--- config.mk ---
export PLATFORM = sky130hd
export DESIGN_NAME = mem_1r1w_masked_fifo
export DESIGN_NICKNAME = d
export VERILOG_FILES = /design/src/rtl/mem_1r1w_masked_fifo.sv
export SDC_FILE = /design/constraint.sdc
export NUM_CORES = 1
export LEC_CHECK = 0
export CORE_AREA = 3 3 137 139
export DETAILED_ROUTE_END_ITERATION = 10
export DIE_AREA = 0 0 140 142
export PLACE_DENSITY = 0.74
export RECOVER_POWER = 100
export SKIP_LAST_GASP = 1
export SLEW_MARGIN = 20
export SYNTH_ARGS = -nofsm -noshare
export SYNTH_HDL_FRONTEND = slang
export SYNTH_SLANG_ARGS = --single-unit
--- constraint.sdc ---
create_clock -name clock -period 15.85 [get_ports clock]
set_input_delay 4.755 -clock clock [delete_from_list [all_inputs] [get_ports clock]]
set_output_delay 4.755 -clock clock [all_outputs]
set_load 0.05 [all_outputs]
--- src/rtl/mem_1r1w_masked_fifo.sv ---
// Streaming 64-bit FIFO controller driving the W0/R0 ports of the mem_1r1w_masked macro.
// A two-entry output buffer absorbs the one-cycle macro read latency for full throughput.
module mem_1r1w_masked_fifo #(
   parameter  int DEPTH     = 32,
   parameter  int WIDTH     = 64,
   parameter  int MASK_GRAN = 8,
   localparam int AW        = $clog2(DEPTH),
   localparam int MW        = WIDTH / MASK_GRAN
) (
   input  logic             clock,
   input  logic             reset,
   input  logic             flush,
   input  logic             enq_valid,
   output logic             enq_ready,
   input  logic [WIDTH-1:0] enq_bits,
   output logic             deq_valid,
   input  logic             deq_ready,
   output logic [WIDTH-1:0] deq_bits,
   output logic [5:0]       count,
   output logic [AW-1:0]    W0_addr,
   output logic             W0_en,
   output logic [WIDTH-1:0] W0_data,
   output logic [MW-1:0]    W0_mask,
   output logic [AW-1:0]    R0_addr,
   output logic             R0_en,
   input  logic [WIDTH-1:0] R0_data
);

   localparam logic [AW:0] FULL_CNT = (AW+1)'(DEPTH);
   localparam logic [AW:0] PTR_ONE  = (AW+1)'(1);

   logic [AW:0]      r_wr_ptr;
   logic [AW:0]      r_rd_ptr;
   logic             r_inflight;
   logic [WIDTH-1:0] r_obuf0;
   logic [WIDTH-1:0] r_obuf1;
   logic [1:0]       r_obuf_cnt;
   logic [AW-1:0]    r_r0_addr;

   logic [AW:0]      w_mem_cnt;
   logic             w_block;
   logic             w_enq_fire;
   logic             w_deq_fire;
   logic [2:0]       w_slots;
   logic             w_rd_issue;
   logic [1:0]       w_cnt_pop;
   logic [1:0]       w_obuf_cnt_nxt;
   logic [WIDTH-1:0] w_obuf0_nxt;
   logic [WIDTH-1:0] w_obuf1_nxt;

   // Handshakes are suppressed entirely during reset or flush cycles.
   assign w_mem_cnt  = r_wr_ptr - r_rd_ptr;
   assign w_block    = reset | flush;
   assign enq_ready  = (w_mem_cnt != FULL_CNT);
   assign deq_valid  = (r_obuf_cnt != 2'd0);
   assign deq_bits   = r_obuf0;
   assign w_enq_fire = enq_valid & enq_ready & ~w_block;
   assign w_deq_fire = deq_valid & deq_ready & ~w_block;

   // Only issue a read if the buffer can take it after this cycle's pop.
   assign w_slots    = {1'b0, r_obuf_cnt} + {2'b00, r_inflight} - {2'b00, w_deq_fire};
   assign w_rd_issue = (w_mem_cnt != '0) & (w_slots < 3'd2) & ~w_block;

   assign W0_en   = w_enq_fire;
   assign W0_addr = r_wr_ptr[AW-1:0];
   assign W0_data = enq_bits;
   assign W0_mask = {MW{w_enq_fire}};
   assign R0_en   = w_rd_issue;
   assign R0_addr = w_rd_issue ? r_rd_ptr[AW-1:0] : r_r0_addr;
   assign count   = 6'(w_mem_cnt) + 6'(r_inflight) + 6'(r_obuf_cnt);

   // Output buffer next state: pop the head, then land returning read data behind survivors.
   always_comb begin
      w_obuf1_nxt = r_obuf1;
      w_cnt_pop   = r_obuf_cnt - {1'b0, w_deq_fire};
      if (w_deq_fire) begin
         w_obuf0_nxt = r_obuf1;
      end else begin
         w_obuf0_nxt = r_obuf0;
      end
      if (r_inflight) begin
         if (w_cnt_pop == 2'd0) begin
            w_obuf0_nxt = R0_data;
         end else begin
            w_obuf1_nxt = R0_data;
         end
         w_obuf_cnt_nxt = w_cnt_pop + 2'd1;
      end else begin
         w_obuf_cnt_nxt = w_cnt_pop;
      end
   end

   // Pointer, in-flight and output buffer state; flush keeps buffer contents and R0_addr.
   always_ff @(posedge clock) begin
      if (reset) begin
         r_wr_ptr   <= '0;
         r_rd_ptr   <= '0;
         r_inflight <= 1'b0;
         r_obuf0    <= '0;
         r_obuf1    <= '0;
         r_obuf_cnt <= 2'd0;
         r_r0_addr  <= '0;
      end else if (flush) begin
         r_wr_ptr   <= '0;
         r_rd_ptr   <= '0;
         r_inflight <= 1'b0;
         r_obuf_cnt <= 2'd0;
      end else begin
         if (w_enq_fire) begin
            r_wr_ptr <= r_wr_ptr + PTR_ONE;
         end
         if (w_rd_issue) begin
            r_rd_ptr  <= r_rd_ptr + PTR_ONE;
            r_r0_addr <= r_rd_ptr[AW-1:0];
         end
         r_inflight <= w_rd_issue;
         r_obuf0    <= w_obuf0_nxt;
         r_obuf1    <= w_obuf1_nxt;
         r_obuf_cnt <= w_obuf_cnt_nxt;
      end
   end

endmodule

==> flow_summary_export.csv <==
group,metric,value,unit
clock_network,clkSlewWorstSetupHoldPaths,0.06,ns
critical_path,endpoint_kind,"output pin",
synth,ys_ff_latch,148,
critical_path,crit_path_start_kind,"primary input",
drt,ant_nets,0,
sta,finalCritPeriodShare,88.94,%
synth,syn-num-nets,1061,
clock_network,htree_levels,4,
clock_network,cts_hold_buf,0,
synth,syn_area_per_cell,7.674,µm²
critical_path,crit_type,"primary input to output pin",
floorplan,num_rows,49,
floorplan,io_pins,289,
drt,wl_met3,1061,µm
critical_path,worstPathMaxFanout,47,
pwr,power.internal,0.0007887,W
pwr,switching_power,0.0004440,W
cells_and_area,areaGrowthSynthToFinish,24.85,%
clock_network,clk_path_buf_depth,2,
clock_network,ctsResizeCount,0,
sta,setup_slack,1.753,ns
grt,overflow,0,
drt,initialDrtViolationCount,365,
placed_design,place_congestion,0.8881,
placed_design,portBuffers,160,
job,max_cap_violations,2,
drt,drc_errors,0,
floorplan,die_area,0.01988,mm²
clock_network,cts-root-buf,"clkbuf_16",
critical_path,reg2reg_depth,13,
cells_and_area,mostFrequentLayoutCell,"nand2_1",
sta,finalSetupTns,0,ns
clock_network,clock_sinks,148,
grt,grt_pass1_wl,29360,µm
pwr,power_frac_comb,32.0,%
run_status,status,"finished, violations left",
drt,post_drt_wl_per_cell,14.99,µm
clock_network,cts_tree,"built",
drt,wl_met1,8188,µm
synth,ys_warn_count,0,
cells_and_area,mostFrequentLayoutCells,"170 x nand2_1, 153 x nor2_1, 148 x dfxtp_1",
sta,drv_slew,131,
synth,synthCells,914,
cells_and_area,drive_above_1_share,5.840,%
placed_design,place_ws,2.256,ns
synth,async_flop_share,0,%
drt,vias_per_cell,5.129,
grt,grt_use_total,17.89,%
floorplan,fp.dieH,142,µm
drt,routed_wl,18080,µm
critical_path,cp.arrival,9.34,ns
sta,finalHoldViolations,0,
clock_network,post-cts-setup-buffers,0,
synth,synth_ff_type,"dfxtp_1",
synth,synthesis.area,0.007014,mm²
drt,drt_first_pass_iters,5,
pwr,leakagePower,3.265,nW
hold_path,hold_depth,2,
hold_path,hp-class,"flop to flop",
floorplan,start_util,39.45,%
grt,grt_max_degree,66,
pwr,clkPwrFrac,34.2,%
sta,setup_viol,0,
pwr,p_per_area,140.8,mW/mm²
sta,rsz0062_at_grt,"false",
synth,ys_seq_area_share,42.24,%
clock_network,numCtsBuffers,17,
pwr,p_sw_share,36.02,%
sta,max-slew-margin-rel,-109.5,%
clock_network,clk_latency,0.42,ns
floorplan,die_w,140,µm
critical_path,cp.required,11.10,ns
sta,worst_pin_slew,3.142,ns
sta,final.min_clock_period,14.10,ns
drt,wl_met2,8376,µm
grt,grt_pass1_vias,5904,
synth,synth-edff-count,0,
sta,fmax,70.94,MHz
run_status,violations,"max-capacitance violations, max-slew violations",
grt,antenna_found_initial,1,
sta,worst_clock_skew,0.01158,ns
placed_design,post-dp-hpwl,11510,µm
synth,ys_types,48,
floorplan,core-area,0.01778,mm²
cells_and_area,fin_nets,1111,
drt,vias,6186,
pwr,pwr-share-seq,33.8,%
drt,highest_layer,"met4",
pwr,worst_ir_drop_vdd,0.0001256,V
==> worst paths after layout <==
path	from	endpoint	slack, ns
worst max-delay path	flush	R0_addr[4]	1.75
worst min-delay path	deq_bits[14]$_SDFFE_PP0N_	deq_bits[14]$_SDFFE_PP0N_	0.45
worst max register to register	r_obuf_cnt[1]$_SDFF_PP0_	deq_bits[2]$_SDFFE_PP0N_	9.98
worst min register to register	deq_bits[14]$_SDFFE_PP0N_	deq_bits[14]$_SDFFE_PP0N_	0.45
==> stage by stage <==
step                utilization [%]  std cells  cell area, µm²  hold slack (ns)  power [W]
global route                  49.25       1206            8757           0.4660   0.001292
finish                        49.25       1206            8757           0.4525   0.001233
CTS                           49.38       1205            8780           0.4551   0.001262
detailed placement            45.93       1174            8167           0.4469  0.0008383
floorplan                         -        914            7014           0.4352  0.0007543
global placement              45.93       1174            8167           0.4384  0.0008338
==> routing by layer <==
layer / GRT usage [%] / vias to the layer above
met3: 4.839 / 40
met5: 0 / -
li1: - / 3092
met1: 23.08 / 2850
met2: 28.77 / 204
met4: 6.986 / 0
==> registers in the layout, summed over array words and instances, names as in the netlist <==
signal      flops
deq_bits       64
r_obuf1        64
r_rd_ptr        6
r_wr_ptr        6
r_r0_addr       5
r_obuf_cnt      2
r_inflight      1
==> logic make-up after synthesis <==
family,count (synthesis),synth area share (%)
AO/OA/AOI/OAI,178,15.86
adder cells (fa/ha/maj),14,2.925
XOR/XNOR,12,1.606
buffers and inverters,155,12.58
AND/OR/NAND/NOR,400,23.60
flip-flops,148,42.24
multiplexers,7,1.195
==> synthesized netlist by cell type (3+ instances only) <==
cell type | n | area (µm²)
a22o_1 | 5 | 43.79
a22oi_1 | 9 | 67.56
nand2_1 | 171 | 641.9
o21ai_0 | 11 | 55.05
ha_1 | 10 | 125.1
buf_2 | 3 | 15.01
mux2_1 | 3 | 33.78
or4_1 | 5 | 37.54
nor3_1 | 45 | 225.2
xnor2_1 | 8 | 70.07
a21oi_1 | 75 | 375.4
nand4_1 | 3 | 18.77
clkbuf_1 | 52 | 195.2
o21ai_1 | 6 | 30.03
nand3_1 | 7 | 35.03
o22ai_1 | 42 | 262.8
or3_1 | 5 | 31.28
nor2_1 | 151 | 566.8
a311oi_1 | 13 | 113.9
xor2_1 | 3 | 26.28
buf_4 | 77 | 578.1
dfxtp_1 | 148 | 2963
o31ai_1 | 5 | 37.54
fa_1 | 4 | 80.08
buf_1 | 4 | 15.01
and3_1 | 3 | 18.77
inv_1 | 17 | 63.81
nor2_2 | 3 | 18.77
a21oi_2 | 3 | 26.28
==> worst max-delay path, cell delays in order <==
cell	delay, ns
buf_2	0.10
buf_4	0.29
nor2_1	0.52
nand3_2	0.12
buf_4	0.33
nor2_1	0.31
o21ai_0	0.17
fa_1	0.40
xnor2_1	0.18
nand3_1	0.19
nor2_1	0.80
mux2_4	0.29
dlygate4sd3_1	0.87
==> power groups by stage <==
| stage | Clock [W] | Sequential, W | Combinational (W) |
|---|---|---|---|
| finish | 0.000422 | 0.000417 | 0.000394 |
| global route | 0.000448 | 0.000420 | 0.000423 |
| CTS | 0.000431 | 0.000418 | 0.000413 |
| detailed placement | 0 | 0.000426 | 0.000412 |
| global placement | 0 | 0.000426 | 0.000408 |
| floorplan | 0 | 0.000498 | 0.000256 |
==> area by class of cell <==
type | count | area, µm²
flip-flops and latches | 148 | 2963
repair buffers | 168 | 1647
multi-input cells | 611 | 3178
well taps | 229 | 286.5
clock inverters | 13 | 183.9
fillers | 1713 | 9022
clock buffers | 18 | 429.2
inverters | 18 | 67.56
diodes | 1 | 2.502
(Power assumes the default switching activity.)
